**src/rtl/macroblock_encode_cbp_if.sv**
```systemverilog
// Request, table-memory and serial-bit signals of the CBP encoder.
// slave: encoder side; master: environment side.
interface macroblock_encode_cbp_if;
    logic        Start_I;
    logic [5:0]  Symbol_I;
    logic        Busy_O;
    logic        Table_En_O;
    logic [9:0]  Table_Addr_O;
    logic [15:0] Table_Data_I;
    logic        Bit_O;
    logic        Bit_Valid_O;
    logic        Bit_Ready_I;
    logic        Done_O;
    logic        Error_O;

    modport slave (
        input  Start_I,
        input  Symbol_I,
        input  Table_Data_I,
        input  Bit_Ready_I,
        output Busy_O,
        output Table_En_O,
        output Table_Addr_O,
        output Bit_O,
        output Bit_Valid_O,
        output Done_O,
        output Error_O
    );

    modport master (
        output Start_I,
        output Symbol_I,
        output Table_Data_I,
        output Bit_Ready_I,
        input  Busy_O,
        input  Table_En_O,
        input  Table_Addr_O,
        input  Bit_O,
        input  Bit_Valid_O,
        input  Done_O,
        input  Error_O
    );
endinterface

```
**src/rtl/macroblock_encode_cbp.sv**
```systemverilog
// Bit-serial coded_block_pattern VLC encoder.
// Looks up {len, code} in table memory, emits code MSB-first.
module macroblock_encode_cbp #(
    parameter logic [9:0] TABLE_OFFSET = 10'd0,
    parameter int         MAX_LEN      = 9,
    parameter int         MIN_LEN      = 3
) (
    input logic             resetn,
    input logic             clock,
    macroblock_encode_cbp_if.slave cbp
);

    localparam logic [3:0] MAX_L = 4'(MAX_LEN);
    localparam logic [3:0] MIN_L = 4'(MIN_LEN);

    typedef enum logic [2:0] {
        IDLE,
        FETCH,
        LOAD,
        SHIFT,
        DONE
    } state_t;

    state_t     state_q;
    state_t     state_d;
    logic [5:0] symbol_q;
    logic [8:0] code_q;
    logic [3:0] len_q;
    logic [3:0] cnt_q;

    logic [3:0] t_len;
    logic [8:0] t_code;
    logic       len_bad;
    logic       xfer;
    logic       last_bit;
    logic       unused_rsvd;

    assign t_len       = cbp.Table_Data_I[15:12];
    assign t_code      = cbp.Table_Data_I[8:0];
    assign unused_rsvd = ^cbp.Table_Data_I[11:9];
    assign len_bad     = (t_len < MIN_L) || (t_len > MAX_L);
    assign xfer        = (state_q == SHIFT) && cbp.Bit_Ready_I;
    assign last_bit    = (cnt_q == 4'd0);

    // State register
    always_ff @(posedge clock or negedge resetn) begin
        if (!resetn) begin
            state_q <= IDLE;
        end else begin
            state_q <= state_d;
        end
    end

    // Next-state logic
    always_comb begin
        state_d = state_q;
        unique case (state_q)
            IDLE: begin
                if (cbp.Start_I) state_d = FETCH;
            end
            FETCH: begin
                state_d = LOAD;
            end
            LOAD: begin
                state_d = len_bad ? IDLE : SHIFT;
            end
            SHIFT: begin
                if (xfer && last_bit) state_d = DONE;
            end
            DONE: begin
                state_d = IDLE;
            end
            default: begin
                state_d = IDLE;
            end
        endcase
    end

    // Symbol, code, length and bit counter
    always_ff @(posedge clock or negedge resetn) begin
        if (!resetn) begin
            symbol_q <= '0;
            code_q   <= '0;
            len_q    <= '0;
            cnt_q    <= '0;
        end else begin
            if (state_q == IDLE && cbp.Start_I) begin
                symbol_q <= cbp.Symbol_I;
            end
            if (state_q == LOAD) begin
                len_q  <= t_len;
                code_q <= t_code;
                if (!len_bad) cnt_q <= t_len - 4'd1;
            end
            if (xfer && !last_bit) begin
                cnt_q <= cnt_q - 4'd1;
            end
        end
    end

    // Output logic
    always_comb begin
        cbp.Busy_O       = 1'b0;
        cbp.Table_En_O   = 1'b0;
        cbp.Table_Addr_O = '0;
        cbp.Bit_O        = 1'b0;
        cbp.Bit_Valid_O  = 1'b0;
        cbp.Done_O       = 1'b0;
        cbp.Error_O      = 1'b0;
        unique case (state_q)
            IDLE: begin
            end
            FETCH: begin
                cbp.Busy_O       = 1'b1;
                cbp.Table_En_O   = 1'b1;
                cbp.Table_Addr_O = TABLE_OFFSET + {4'b0, symbol_q};
            end
            LOAD: begin
                cbp.Busy_O  = 1'b1;
                cbp.Error_O = len_bad;
            end
            SHIFT: begin
                cbp.Busy_O      = 1'b1;
                cbp.Bit_Valid_O = 1'b1;
                // cnt never reaches len, so code bits above len-1 stay unused
                cbp.Bit_O       = code_q[cnt_q] & (cnt_q < len_q);
            end
            DONE: begin
                cbp.Busy_O = 1'b1;
                cbp.Done_O = 1'b1;
            end
            default: begin
            end
        endcase
    end

endmodule

```
**src/flat_wrapper.sv**
```systemverilog
// flat-port wrapper written by rule: the top's interface ports become plain ports
module macroblock_encode_cbp_flat 
#(
    parameter logic [9:0] TABLE_OFFSET = 10'd0,
    parameter int         MAX_LEN      = 9,
    parameter int         MIN_LEN      = 3
)
  (resetn, clock, cbp_Start_I, cbp_Symbol_I, cbp_Table_Data_I, cbp_Bit_Ready_I, cbp_Busy_O, cbp_Table_En_O, cbp_Table_Addr_O, cbp_Bit_O, cbp_Bit_Valid_O, cbp_Done_O, cbp_Error_O);
  macroblock_encode_cbp_if cbp_i ();
  input logic resetn;
  input logic clock;
  input wire logic [$bits(cbp_i.Start_I)-1:0] cbp_Start_I;
  input wire logic [$bits(cbp_i.Symbol_I)-1:0] cbp_Symbol_I;
  input wire logic [$bits(cbp_i.Table_Data_I)-1:0] cbp_Table_Data_I;
  input wire logic [$bits(cbp_i.Bit_Ready_I)-1:0] cbp_Bit_Ready_I;
  output wire logic [$bits(cbp_i.Busy_O)-1:0] cbp_Busy_O;
  output wire logic [$bits(cbp_i.Table_En_O)-1:0] cbp_Table_En_O;
  output wire logic [$bits(cbp_i.Table_Addr_O)-1:0] cbp_Table_Addr_O;
  output wire logic [$bits(cbp_i.Bit_O)-1:0] cbp_Bit_O;
  output wire logic [$bits(cbp_i.Bit_Valid_O)-1:0] cbp_Bit_Valid_O;
  output wire logic [$bits(cbp_i.Done_O)-1:0] cbp_Done_O;
  output wire logic [$bits(cbp_i.Error_O)-1:0] cbp_Error_O;
  assign cbp_i.Start_I = cbp_Start_I;
  assign cbp_i.Symbol_I = cbp_Symbol_I;
  assign cbp_i.Table_Data_I = cbp_Table_Data_I;
  assign cbp_i.Bit_Ready_I = cbp_Bit_Ready_I;
  assign cbp_Busy_O = cbp_i.Busy_O;
  assign cbp_Table_En_O = cbp_i.Table_En_O;
  assign cbp_Table_Addr_O = cbp_i.Table_Addr_O;
  assign cbp_Bit_O = cbp_i.Bit_O;
  assign cbp_Bit_Valid_O = cbp_i.Bit_Valid_O;
  assign cbp_Done_O = cbp_i.Done_O;
  assign cbp_Error_O = cbp_i.Error_O;
  macroblock_encode_cbp #(.TABLE_OFFSET(TABLE_OFFSET), .MAX_LEN(MAX_LEN), .MIN_LEN(MIN_LEN)) u_core (.resetn(resetn), .clock(clock), .cbp(cbp_i));
endmodule
```
**config.mk**
```make
export PLATFORM = sky130hd
export DESIGN_NAME = macroblock_encode_cbp_flat
export DESIGN_NICKNAME = d
export VERILOG_FILES = /design/src/rtl/macroblock_encode_cbp_if.sv /design/src/rtl/macroblock_encode_cbp.sv /design/src/flat_wrapper.sv
export SDC_FILE = /design/constraint.sdc
export NUM_CORES = 1
export LEC_CHECK = 0
export CAP_MARGIN = 15
export CORE_UTILIZATION = 34
export DETAILED_ROUTE_END_ITERATION = 7
export SETUP_SLACK_MARGIN = 0.1
export SLEW_MARGIN = 20
export SYNTH_ARGS = -nofsm -noshare
export SYNTH_HDL_FRONTEND = slang
export SYNTH_SLANG_ARGS = --single-unit
```
**constraint.sdc**
```tcl
create_clock -name clock -period 2.71 [get_ports clock]
set_input_delay 0.271 -clock clock [delete_from_list [all_inputs] [get_ports clock]]
set_output_delay 0.271 -clock clock [all_outputs]
set_load 0.1 [all_outputs]
```
After elaboration in Yosys (flattened, before gate mapping)
Index checks and enable logic that the tools add are counted.
- register bits: 26
- mux-type cells: 16
- bitwise operators: 1
- reductions and logical operators: 12
- order comparisons: 4
- equal/unequal tests: 7
- add/sub/neg operators: 2
- operators by type and width (cell ; number):
    4-bit 2-to-1 mux ; 3
    3-bit one-hot mux with 4 select lines ; 1
    4-bit by 1-bit subtractor with 4-bit output, second input constant ; 2
    1-bit 2-to-1 mux ; 7
    3-bit by 2-bit equality test with 1-bit output, second input constant ; 2
    3-bit 2-to-1 mux ; 2
    6-bit 2-to-1 mux ; 1
    2-bit inequality test, second input constant ; 3
    4-bit by 5-bit less-than comparator with 1-bit output, second input constant ; 1
    1-bit binary-select mux with 4-bit select ; 1
    4-bit greater-than comparator, second input constant ; 1
    1-bit logical AND ; 4
    4-bit logical NOT ; 1
    4-bit by 2-bit less-than comparator with 1-bit output, second input constant ; 1
    4-bit less-than comparator ; 1
    2-bit AND reduction ; 2
    4-bit OR reduction ; 1
    3-bit by 1-bit equality test with 1-bit output, second input constant ; 1
    3-bit equality test, second input constant ; 1
    3-bit logical NOT ; 1
    2-bit 2-to-1 mux ; 1
    2-bit nonzero test ; 1
    1-bit bitwise AND ; 1
    1-bit logical NOT ; 1
    1-bit logical OR ; 1

Longest topological paths before layout
Gate-level depths: netlist (run 1).
- depth in word-level cells: 5
- gate-level depth with buffers: 9
- mapped depth without buffers: 8

Least setup slack after synthesis (run 1)
No wires, ideal clock.
- path type: reg-to-output
- from: reg u_core.state_q[0]
- to: out cbp_Table_Addr_O[0]
- path buffers: 1
- path slack: -1.476 ns
- arrival time: 3.915 ns
- stages on the path, launching flop included: 4
- cell sequence: dfrtp_1 > buf_2 > nor3b_1 > and2_1
- cells in the longest elaborated chain, start to end: 2
- RTL lines (item ; line ; RTL):
    start: declaration ; macroblock_encode_cbp.sv:24 ; state_t state_q;
    start signal: assignment ; macroblock_encode_cbp.sv:50 ; state_q <= state_d;
    3-bit by 1-bit equality test with 1-bit output ; macroblock_encode_cbp.sv:110 ; unique case (state_q)
    6-bit 2-to-1 mux ; macroblock_encode_cbp.sv:110 ;
    end: declaration ; flat_wrapper.sv:18 ; output wire logic [$bits(cbp_i.Table_Addr_O)-1:0] cbp_Table_Addr_O;
No other way between the ends.

Worst setup path after layout (run 1)
- from: reg u_core.cnt_q[0]
- to: out cbp_Bit_O
- cells in the longest elaborated chain, start to end: 4
- elaborated cells between the ends (all ways): 5
- those cells by class: order compare (1); mux (3); bitwise (1)
- RTL lines (item ; line ; RTL):
    start: declaration ; macroblock_encode_cbp.sv:29 ; logic [3:0] cnt_q;
    start signal: assignment ; macroblock_encode_cbp.sv:93 ; if (!len_bad) cnt_q <= t_len - 4'd1;
    start signal: assignment ; macroblock_encode_cbp.sv:96 ; cnt_q <= cnt_q - 4'd1;
    1-bit binary-select mux with 4-bit select ; macroblock_encode_cbp.sv:126 ; cbp.Bit_O = code_q[cnt_q] & (cnt_q < len_q);
    1-bit 2-to-1 mux (implied by the code) ; macroblock_encode_cbp.sv:126 ;
    1-bit bitwise AND * ; macroblock_encode_cbp.sv:126 ;
    1-bit 2-to-1 mux * ; macroblock_encode_cbp.sv:110 ;
    end: declaration ; flat_wrapper.sv:19 ; output wire logic [$bits(cbp_i.Bit_O)-1:0] cbp_Bit_O;
Every way passes the cells marked *; elsewhere a longest branch is shown, timed or not. The select of a mux whose other input is x is not followed.

==> results of run 1 <==
layer usage:
| layer | part of all wire | routed length, um | global-route usage |
|---|---|---|---|
| met3 | 0.044 | 140 | 0.0350 |
| met5 | 0 | 0 | 0 |
| met1 | 0.45 | 1440 | 0.201 |
| met2 | 0.49 | 1570 | 0.241 |
| met4 | 0.017 | 54 | 0.0729 |
layout make-up:
class / count / area share
multi-input cells: 94 / 0.405
inverters: 7 / 0.0136
well taps: 50 / 0.0325
repair buffers: 36 / 0.182
clock buffers: 4 / 0.0286
flip-flops and latches: 26 / 0.338
logic make-up (layout without fill, tap and decap cells):
group / after synthesis / count (layout) / share of synthesized area
other: 1 / 4 / 0.00251
AOI/OAI and AO/OA: 22 / 22 / 0.110
adders and majority gates: 4 / 4 / 0.0335
muxes: 20 / 20 / 0.164
buffers and inverters: 17 / 47 / 0.0653
and+or+nand+nor: 43 / 43 / 0.183
xor gates and xnor gates: 1 / 1 / 0.00586
DFF: 26 / 26 / 0.436
cells in the final DEF, fill, tap and decap left out, drive strengths merged, types with 5 or more instances in the layout:
master and instances:
dfrtp 26, clkdlybuf4s50 22, mux2 16, buf 14, and2 10, nor2 8
inv 7, a21oi 5, nand2 5
metrics by stage:
step / area [sq um] / std cells
floorplan: 1530 / 137
global placement: 1870 / 213
detailed placement: 1870 / 213
CTS: 1930 / 217
global route: 1930 / 217
finish: 1930 / 217
power groups by stage:
stage | Combinational (W) | Sequential [W] | Clock (W)
global placement | 0.00145 | 0.000771 | 0
CTS | 0.00149 | 0.000777 | 0.000266
floorplan | 0.00129 | 0.000667 | 0
finish | 0.00148 | 0.000773 | 0.000255
global route | 0.00157 | 0.000808 | 0.000281
detailed placement | 0.00148 | 0.000785 | 0
sequential cells by signal, summed over array words and instances (netlist names):
signal / cells
u_core.cnt_q: 4
u_core.code_q: 9
u_core.len_q: 4
u_core.state_q: 3
u_core.symbol_q: 6
how the worst min path moves through the flow:
stage,startpoint,endpoint,slack [ns],depth (start not counted)
6_report,resetn,u_core.state_q[1],0.37,2
5_1_grt,resetn,u_core.state_q[2],0.39,2
4_1_cts,resetn,u_core.cnt_q[2],0.38,2
3_5_place_dp,u_core.symbol_q[2],u_core.symbol_q[2],0.49,1
3_3_place_gp,u_core.symbol_q[2],u_core.symbol_q[2],0.48,1
2_1_floorplan,resetn,u_core.cnt_q[0],-0.02,0
==> metrics.cfg, run 1 <==
[critical_path]
r2r-start=u_core.state_q[2]
path_class=reg2out
slowest_delay_ns=0.58
cp-start-kind=register
cp.arrival_ns=2.08
cp_num_buf_inv=1
r2r_slack_ns=0.44
worstReg2RegEnd=u_core.cnt_q[2]
worstSetupStartpoint=u_core.cnt_q[0]
rr_worst_depth=8
crit_end=cbp_Bit_O
worst_path_max_delay_cell=dfrtp_1
worst-path-max-fanout=8
cp_top_family=flip-flops
worstPathCellList=mux4_2 -> and2_1 -> a211oi_2 -> a211oi_4 -> buf_12
cp.depth=5
cp.required_ns=2.44
worstSetupEndpointType=primary output

[outcome]
status=finished clean

[power]
p_comb_frac=0.589
p_int_w=0.00129
swShare=0.486
power_switching_w=0.00122
p_seq_frac=0.309
power.leakage_nw=0.830
total_power_w=0.00250
powerDensity_nw_per_um2=1300
ir_drop_v=0.000473
clkPwrFrac=0.102

[die]
start_util=0.363
die_x_um=68.3
core_area_sq_um=4120
die-area_sq_um=4660
num_rows=23
io_pins=42
die_height_um=68.3

[clocking]
root_buffer=clkbuf_8
htreeDepth=1
cts_hold_buf=0
clock_path_buffers=2
cts_resized=0
clk_latency_ns=0.27
postCtsSetupBuffers=0
clock_sinks=26
cts_tree=done
cts_buffers=3
path_clk_slew_ns=0.09

[yosys]
synth_commonest_cells=dfrtp_1, mux2_2, and2_1
ys_async_sr_fraction=1.00
ys_seq_area_frac=0.436
syn_inst=134
synth-main-ff-cell=dfrtp_1
synth.largest_area_cell=dfrtp_1
synth_top_area_share=0.436
synth_seq_cells=26
netlist_area_sq_um=1490
synth_edf_count=0
synth.distinct_cells=40
synth.avg_cell_area_sq_um=11.1
synth_warnings=0
synth_most_common_cell=dfrtp_1
netlist_top_cells_area=dfrtp_1, mux2_2, and2_1, ha_1, buf_4

[route]
routedWlPerCell_um=14.8
via_count=1107
drt-vias-per-instance=5.10
drt-pass1-iter-count=4
ant_nets=0
wirelength_mm=3.20
post-route-drc-count=0
drt-initial-drc-count=62

[placement]
place_ws_ns=0.380
gp_congestion=0.795
io_buffers=34
hpwl_mm=2.38

[cells_and_area]
multi_input_area_sq_um=781
fin_nets=198
drive_gt1_frac=0.257
antennaDiodeCount=0
nFillCells=395
finish.utilization=0.468
area_delta_synth_final_pct=28.9
regArea_sq_um=651

[flow_run]
maxCapViolCount=0

[global_routing]
grt_pass1_wl_mm=5.24
grtUsageTotal=0.155
grt_pass1_vias=1098
antenna_found_initial=0
grt_max_degree=27
grt_overflow=0

[timing]
max_freq_mhz=425
rsz0062_at_grt=no
maxSlewViolCount=0
finalHoldViolCount=0
setup_viol=0
setup_ws_ns=0.359
tns_ns=0
holdWs_ns=0.369
period_needed_ns=2.35
finalClockSkew_ns=0.00113
min_period_over_period=0.868

[min_path]
hold_path.class=in2async

Power figures use the tool's default switching activity.
==> run 2, diff against run 1 <==
- CORE_MARGIN: not set -> 1
==> results of run 2 <==
No change in the layout: final DEF, timing and power equal those of run 1.
